==> src/rtl/spi_bitrev_pkg.sv <==
// spi_bitrev_pkg: shared FSM states, mode bit positions, pin bundle
// and the bit-reversal helper for the SPI bit-reversal slave.
package spi_bitrev_pkg;

    typedef enum logic [1:0] {
        IDLE,
        ACTIVE,
        ABORT
    } state_t;

    localparam int CPOL_BIT = 1;
    localparam int CPHA_BIT = 0;

    typedef struct packed {
        logic sck;
        logic ss;
        logic mosi;
    } spi_pins_t;

    // Reverses the low n bits of w; bits at and above n come back zero.
    function automatic logic [31:0] bitrev(
        input logic [31:0] w,
        input int          n
    );
        logic [31:0] src;
        logic [31:0] r;
        src = w;
        r   = '0;
        for (int i = 0; i < 32; i++) begin
            if (i < n) begin
                r   = {r[30:0], src[0]};
                src = src >> 1;
            end
        end
        return r;
    endfunction

endpackage

==> src/rtl/spi_bitrev_slave_sync.sv <==
// spi_pin_sync: multi-stage synchroniser for sck/ss/mosi with
// rise/fall pulses on the synchronised sck and ss.
module spi_pin_sync
    import spi_bitrev_pkg::*;
#(
    parameter int SYNC_STAGES = 2
) (
    input  logic clock,
    input  logic sck,
    input  logic ss,
    input  logic mosi,
    output logic ss_s,
    output logic mosi_s,
    output logic sck_rise,
    output logic sck_fall,
    output logic ss_rise,
    output logic ss_fall
);

    spi_pins_t q [SYNC_STAGES];
    logic      sck_d;
    logic      ss_d;

    // Left unreset so ss is already settled when reset releases.
    always_ff @(posedge clock) begin
        q[0] <= spi_pins_t'{sck: sck, ss: ss, mosi: mosi};
        for (int i = 1; i < SYNC_STAGES; i++) begin
            q[i] <= q[i-1];
        end
        sck_d <= q[SYNC_STAGES-1].sck;
        ss_d  <= q[SYNC_STAGES-1].ss;
    end

    assign ss_s     = q[SYNC_STAGES-1].ss;
    assign mosi_s   = q[SYNC_STAGES-1].mosi;
    assign sck_rise =  q[SYNC_STAGES-1].sck & ~sck_d;
    assign sck_fall = ~q[SYNC_STAGES-1].sck &  sck_d;
    assign ss_rise  =  q[SYNC_STAGES-1].ss  & ~ss_d;
    assign ss_fall  = ~q[SYNC_STAGES-1].ss  &  ss_d;

endmodule

==> src/rtl/spi_bitrev_slave.sv <==
// spi_bitrev_slave: oversampled SPI slave echoing each word bit-reversed
// in the next slot. SPI_BITREV_RXPORT_EN adds rx_valid/rx_data ports.
module spi_bitrev_slave
    import spi_bitrev_pkg::*;
#(
    parameter int DATA_W      = 8,
    parameter int MODE        = 0,
    parameter int SYNC_STAGES = 2,
    parameter int COUNT_W     = 8
) (
    input  logic               clock,
    input  logic               resetn,
    input  logic               sck,
    input  logic               ss,
    input  logic               mosi,
    output logic               miso,
    output logic               busy,
    output logic [COUNT_W-1:0] word_cnt
`ifdef SPI_BITREV_RXPORT_EN
    ,
    output logic               rx_valid,
    output logic [DATA_W-1:0]  rx_data
`endif
);

    localparam bit CPOL = MODE[CPOL_BIT];
    localparam bit CPHA = MODE[CPHA_BIT];
    localparam int BW   = (DATA_W > 1) ? $clog2(DATA_W) : 1;

    state_t            state;
    logic [BW-1:0]     bit_cnt;
    logic [BW-1:0]     tx_idx;
    logic [DATA_W-2:0] rx_sr;
    logic [DATA_W-1:0] r_word;
    logic [DATA_W-1:0] t_rev;

    logic ss_s, mosi_s;
    logic sck_rise, sck_fall, ss_rise, ss_fall;
    logic lead, trail, samp, shft, last_bit;

    spi_pin_sync #(
        .SYNC_STAGES(SYNC_STAGES)
    ) u_sync (
        .clock   (clock),
        .sck     (sck),
        .ss      (ss),
        .mosi    (mosi),
        .ss_s    (ss_s),
        .mosi_s  (mosi_s),
        .sck_rise(sck_rise),
        .sck_fall(sck_fall),
        .ss_rise (ss_rise),
        .ss_fall (ss_fall)
    );

    assign lead     = CPOL ? sck_fall : sck_rise;
    assign trail    = CPOL ? sck_rise : sck_fall;
    assign samp     = CPHA ? trail : lead;
    assign shft     = CPHA ? lead : trail;
    assign r_word   = {rx_sr, mosi_s};
    assign last_bit = (bit_cnt == BW'(DATA_W-1));
    // t_rev holds the master's view, so slot bit i sits at DATA_W-1-i.
    assign tx_idx   = BW'(DATA_W-1) - bit_cnt;

    always_ff @(posedge clock) begin
        if (!resetn) begin
            state    <= IDLE;
            miso     <= 1'b1;
            busy     <= 1'b0;
            word_cnt <= '0;
            bit_cnt  <= '0;
            rx_sr    <= '0;
            t_rev    <= '0;
`ifdef SPI_BITREV_RXPORT_EN
            rx_valid <= 1'b0;
            rx_data  <= '0;
`endif
        end else begin
`ifdef SPI_BITREV_RXPORT_EN
            rx_valid <= 1'b0;
`endif
            unique case (state)
                IDLE: begin
                    if (ss_fall) begin
                        state    <= ACTIVE;
                        busy     <= 1'b1;
                        miso     <= 1'b0;
                        word_cnt <= '0;
                        bit_cnt  <= '0;
                        rx_sr    <= '0;
                        t_rev    <= '0;
                    end else if (!ss_s) begin
                        // ss was already low when reset released
                        state <= ABORT;
                        miso  <= 1'b1;
                    end
                end
                ACTIVE: begin
                    if (ss_s) begin
                        state <= IDLE;
                        busy  <= 1'b0;
                        miso  <= 1'b1;
                    end else if (samp) begin
                        rx_sr <= r_word[DATA_W-2:0];
                        if (last_bit) begin
                            bit_cnt <= '0;
                            t_rev   <= DATA_W'(bitrev(32'(r_word), DATA_W));
                            if (word_cnt != '1) begin
                                word_cnt <= word_cnt + 1'b1;
                            end
`ifdef SPI_BITREV_RXPORT_EN
                            rx_valid <= 1'b1;
                            rx_data  <= r_word;
`endif
                        end else begin
                            bit_cnt <= bit_cnt + 1'b1;
                        end
                    end else if (shft) begin
                        miso <= t_rev[tx_idx];
                    end
                end
                ABORT: begin
                    if (ss_rise) begin
                        state <= IDLE;
                    end
                end
                default: begin
                    state <= IDLE;
                    busy  <= 1'b0;
                    miso  <= 1'b1;
                end
            endcase
        end
    end

endmodule

==> config.mk <==
export PLATFORM = sky130hd
export DESIGN_NAME = spi_bitrev_slave
export DESIGN_NICKNAME = d
export VERILOG_FILES = /design/src/rtl/spi_bitrev_pkg.sv /design/src/rtl/spi_bitrev_slave_sync.sv /design/src/rtl/spi_bitrev_slave.sv
export SDC_FILE = /design/constraint.sdc
export NUM_CORES = 1
export LEC_CHECK = 0
export ABC_AREA = 1
export CAP_MARGIN = 20
export CELL_PAD_IN_SITES_DETAIL_PLACEMENT = 2
export CELL_PAD_IN_SITES_GLOBAL_PLACEMENT = 2
export CORE_MARGIN = 2
export CORE_UTILIZATION = 32
export DETAILED_ROUTE_END_ITERATION = 10
export PLACE_DENSITY_LB_ADDON = 0.1
export SLEW_MARGIN = 30
export SYNTH_ARGS = -nofsm -noshare
export SYNTH_HDL_FRONTEND = slang
export SYNTH_HIERARCHICAL = 1
export SYNTH_SLANG_ARGS = --single-unit
==> constraint.sdc <==
create_clock -name clock -period 1.81 [get_ports clock]
set_input_delay 0.362 -clock clock [delete_from_list [all_inputs] [get_ports clock]]
set_output_delay 0.362 -clock clock [all_outputs]
set_load 0.05 [all_outputs]
---- After elaboration in Yosys (flattened, before gate mapping) ----
Memories as Yosys holds them, arrays and structs flattened.
Cells that the tools add are included.
word-level totals
  flip-flop bits (word level) ............. 32
  bits in latches ......................... 0
  bits in writable memories ............... 6
  bits in read-only memories .............. 0
  input bits .............................. 5
  output and inout bits ................... 10
  word-level logic and storage cells ...... 80
  memories kept ........................... 1
memories
  memory    words  bits a word  read ports  clocked after memory_dff  write ports  RTL line                     text
  u_sync.q  2      3            2           0                         2            spi_bitrev_slave_sync.sv:20  spi_pins_t q [SYNC_STAGES];
cells by class
  $add $sub $neg .......................... 3
  $mul .................................... 0
  div/mod/pow operators ................... 0
  $lt $le $gt $ge ......................... 1
  equal/unequal tests ..................... 14
  shift operators ......................... 0
  muxes and demuxes ....................... 35
  bitwise operators ....................... 9
  reduce and logical (&&, ||, !) cells .... 8
operators with widths
  kind                   number
  $mux W8                8
  $pmux W8 S2            2
  $mux W7                3
  $ne A2 B2 Y1 const B   7
  $pmux W7 S2            1
  $mux W3                4
  $ne A3 B3 Y1 const B   3
  $add A8 B1 Y8 const B  1
  $mux W1                8
  $mux W2                4
  $ne A8 B8 Y1 const B   1
  $reduce_and A4 Y1      2
  $pmux W1 S3            2
  $pmux W2 S3            1
  $pmux W3 S2            1
  $reduce_and A3 Y1      2
  $reduce_and A6 Y1      1
  $not A1 Y1             5
  $reduce_and A5 Y1      1
  $and A1 B1 Y1          4
  $lt A3 B4 Y1 const B   1
  $add A3 B1 Y3 const B  1
  $bmux W1 S3            1
  $eq A3 B3 Y1 const B   1
  5 further kinds        5

---- Logic depth before layout (Yosys ltp) ----
  depth after elaboration ................. 7
  mapped depth ............................ 10
  depth with buffers taken out ............ 10

---- Hierarchy ----
The synthesis kept the hierarchy.
by module, submodules not included
  module            instances  cells an instance  area each (sq um)  sequential area each (sq um)
  spi_bitrev_slave  1          225                1501.4             600.6
  spi_pin_sync      1          16                 190.2              160.2

---- Worst setup path before layout ----
OpenSTA, ideal clock, no wires.
  kind .................................... register -> register
  start point ............................. register word_cnt[0]
  end point ............................... register word_cnt[2]
  library setup time ...................... 117 ps
  arrival time ............................ 1617 ps
  required time ........................... 1693 ps
  setup slack ............................. 76 ps
  stages on the path, launching flop included .. 9
  period minus slack after synthesis ...... 1734 ps
  path through ............................ dfxtp_1 ha_1 nand2_1 inv_1 nand2_1 nor2_1 nor2_4 a21oi_1 nor2_1
between the ends
  cells in the longest elaborated chain, start to end .. 6
  elaborated cells between the ends (all ways) .. 9
  classes of those cells .................. 1 x add/sub; 2 x eq/ne; 5 x mux; 1 x reduce/logical
RTL lines
  item                    RTL line                 text
  from (decl)             spi_bitrev_slave.sv:18   output logic [COUNT_W-1:0] word_cnt
  from (signal assigned)  spi_bitrev_slave.sv:109  word_cnt <= word_cnt + 1'b1;
  $add A8 B1 Y8           spi_bitrev_slave.sv:109
  $mux W8                 spi_bitrev_slave.sv:108  if (word_cnt != '1) begin
  $mux W8                 spi_bitrev_slave.sv:105  if (last_bit) begin
  $mux W8                 spi_bitrev_slave.sv:103  end else if (samp) begin
  $mux W8                 spi_bitrev_slave.sv:99   if (ss_s) begin
  $pmux W8 S2             spi_bitrev_slave.sv:82   unique case (state)
Parallel ways exist; a longest one is shown, timed or not. The select of a mux whose other input is x is not followed.
A chain may end at the register's enable or synchronous reset.

==> impl_metrics.csv <==
group,metric,value,unit
die,design.core.area,0.00511,mm^2
critical_path,crit_arrival,1810,ps
routing,drtPass1Iterations,4,
clocking,cts_buffer_depth,2,
routing,finalWirelength,5060,um
synth,ys_seq_elements,38,
power,p_per_area,964,mW/mm^2
synth,synth_top_area_frac,0.450,
clocking,insertion_delay,290,ps
clocking,cts_inserted_buffers,5,
power,swShare,0.254,
cells_and_area,drive_above_1_share,0.132,
clocking,clkSinkCount,38,
global_routing,antenna_found_initial,0,
routing,final_antenna_net_count,0,
die,fp-row-count,26,
critical_path,critPathMaxFanout,12,
power,p_leak,0.796,nW
synth,syn_nets,249,
power,p_comb_frac,0.117,
placement,hpwl,3770,um
routing,wl_per_cell,15.1,um
power,p_seq_frac,0.444,
die,ios,15,
critical_path,worstSetupPathType,"reg2reg",
placement,place.gp.congestion,0.733,
timing,rsz0062_at_grt,"no",
clocking,clk_pin_slew,80,ps
cells_and_area,final_nets,273,
global_routing,grt_overflow,0,
power,switchingPower,0.507,mW
synth,syn_area_per_cell,7.02,um^2
timing,drv_slew,0,
cells_and_area,antennaDiodeCount,0,
timing,slew_headroom,0.778,
synth,ys_top_cells_by_area,"dfxtp_1 45%, nand2_1 14%, a21oi_1 8.3%, nor2_1 7.8%, nand3_1 7.7%",
die,die-area,0.00588,mm^2
synth,yosysUniqueCellTypes,22,
cells_and_area,finish.utilization,0.405,
job,max_cap_violations,0,
synth,yosysSeqAreaShare,0.450,
die,die_x,76.7,um
timing,setup-violations-final,0,
critical_path,end_kind,"flop",
timing,fin_crit_sh,0.886,
clocking,htree_levels,2,
global_routing,grt_max_degree,16,
synth,synth_area,0.00169,mm^2
routing,viasPerCell,4.79,
global_routing,first_global_vias,1677,
timing,period_needed,1600,ps
timing,final.setup.tns,0,ps
timing,skew,7.15,ps
routing,drc,0,
critical_path,required,2020,ps
critical_path,crit_path_start_kind,"flop",
power,clockPowerShare,0.438,
global_routing,grt_pass1_wl,8460,um
timing,clock.fmax,623,MHz
placement,port_buffers,14,
power,p_int,1.49,mW
timing,hold_violations,0,
timing,worst-slew-pin-transition,332,ps
synth,synth.largest_area_cell,"dfxtp_1",
clocking,cts_tree,"yes",
worst_hold_path,min_path_type,"reg2reg",
die,die_y,76.7,um
power,ir_drop,394,uV
outcome,status,"finished, final reports clean",
cells_and_area,area_delta_synth_final,22.2,%
clocking,clockRootBuffer,"clkbuf_8",
synth,syn_inst,241,
global_routing,track_usage,0.184,
clocking,post-cts-setup-buffer-count,0,
die,start_util,0.331,
routing,drtIter0Drc,59,
synth,yosys_warnings,6,
routing,num_vias,1611,
## through the flow
| step | cells | total power, mW | area, um^2 | hold WS [ps] | setup WS [ps] |
|---|---|---|---|---|---|
| floorplan | 241 | 1.05 | 1690 | 310 | 76.1 |
| global placement | 328 | 1.13 | 1920 | 313 | 252 |
| detailed placement | 328 | 1.14 | 1920 | 315 | 147 |
| CTS | 336 | 2.02 | 2060 | 335 | 118 |
| global route | 336 | 2.08 | 2070 | 340 | 22.5 |
| finish | 336 | 1.99 | 2070 | 330 | 206 |
## critical path: stages, from the launching register on
cell and delay, ps:
dfxtp_1 360, inv_1 50, nor2_1 130, inv_1 70
nor2_1 130, nand2_1 120, nand2_4 130, buf_4 200
nand3_1 120, a21oi_1 220
## logic make-up (layout without fill, tap and decap cells)
kind of cell               after synthesis  count (layout)  synth area share
and+or+nand+nor                        134             134             0.347
DFF                                     38              38             0.450
buffers and inverters                   33              58            0.0784
AOI/OAI and AO/OA                       31              31            0.0925
adders and majority gates                3               3            0.0222
xor gates and xnor gates                 2               2            0.0104
## state kept, by name (all words and copies together) (netlist names)
signal and count:
t_rev 8, word_cnt 8, rx_sr 7, u_sync/q 6
bit_cnt 3, state 2, busy 1, miso 1
u_sync/sck_d 1, u_sync/ss_d 1
## layout by cell type, fill, tap and decap left out, types with 3 or more instances in the layout
| master | instances |
|---|---|
| nand2_1 | 62 |
| dfxtp_1 | 37 |
| nor2_1 | 35 |
| a21oi_1 | 28 |
| nand3_1 | 26 |
| inv_1 | 25 |
| buf_4 | 17 |
| clkbuf_8 | 5 |
| nand4_1 | 4 |
| clkdlybuf4s50_1 | 4 |
| inv_2 | 3 |
| ha_1 | 3 |
## path summary, 6_finish.rpt
path	to	slack, ps	from	cells after the start
min	u_sync/q[0][4]	330	u_sync/q[0][1]	0
max reg2reg	t_rev[2]	210	u_sync/q[0][5]	9
min reg2reg	u_sync/q[0][4]	330	u_sync/q[0][1]	0
max	t_rev[2]	210	u_sync/q[0][5]	9
## layout make-up
cell class              count  area [um^2]
fillers                   634         3040
multi-input cells         170          803
flip-flops and latches     38          762
repair buffers             21          168
inverters                  29          109
well taps                  70         87.6
clock buffers               5         68.8
clock inverters             3         68.8
## synth_stat cells
cell type / instances
dfxtp_1: 38
inv_1: 25
buf_6: 1
nor3_1: 1
nand2_2: 1
nand3_2: 1
a31oi_1: 1
nand3_1: 26
nand4_1: 4
nor2_4: 2
ha_1: 3
clkinv_1: 1
xor2_1: 2
buf_2: 1
nand2_1: 62
or2_2: 1
nand3_4: 1
nor2_1: 35
inv_2: 3
clkbuf_1: 2
o21ai_0: 2
a21oi_1: 28
## routing by layer
metal  routed length [um]  share of wire  global-route usage  vias up
met5                    0              0                   0        -
met4                   59          0.012              0.0491        0
met3                  101          0.020              0.0365        5
met2                 2490           0.49               0.323       14
met1                 2410           0.48               0.228      777
li1                     -              -                   -      815
## power by group through the flow
stage | clock [mW] | combinational (mW) | sequential [mW]
6_report | 0.874 | 0.234 | 0.885
5_1_grt | 0.931 | 0.259 | 0.889
4_1_cts | 0.900 | 0.237 | 0.886
3_5_place_dp | 0 | 0.232 | 0.905
3_3_place_gp | 0 | 0.228 | 0.903
2_1_floorplan | 0 | 0.114 | 0.935
## timing repair
| action | 4_1_cts | 5_1_grt |
|---|---|---|
| endpoints found under the hold margin | 0 | 0 |
| hold buffers | 0 | 0 |
| gates resized for setup | 0 | 2 |
| setup endpoints to repair | 0 | 9 |
Note: power is estimated with default switching activity, not from simulation.
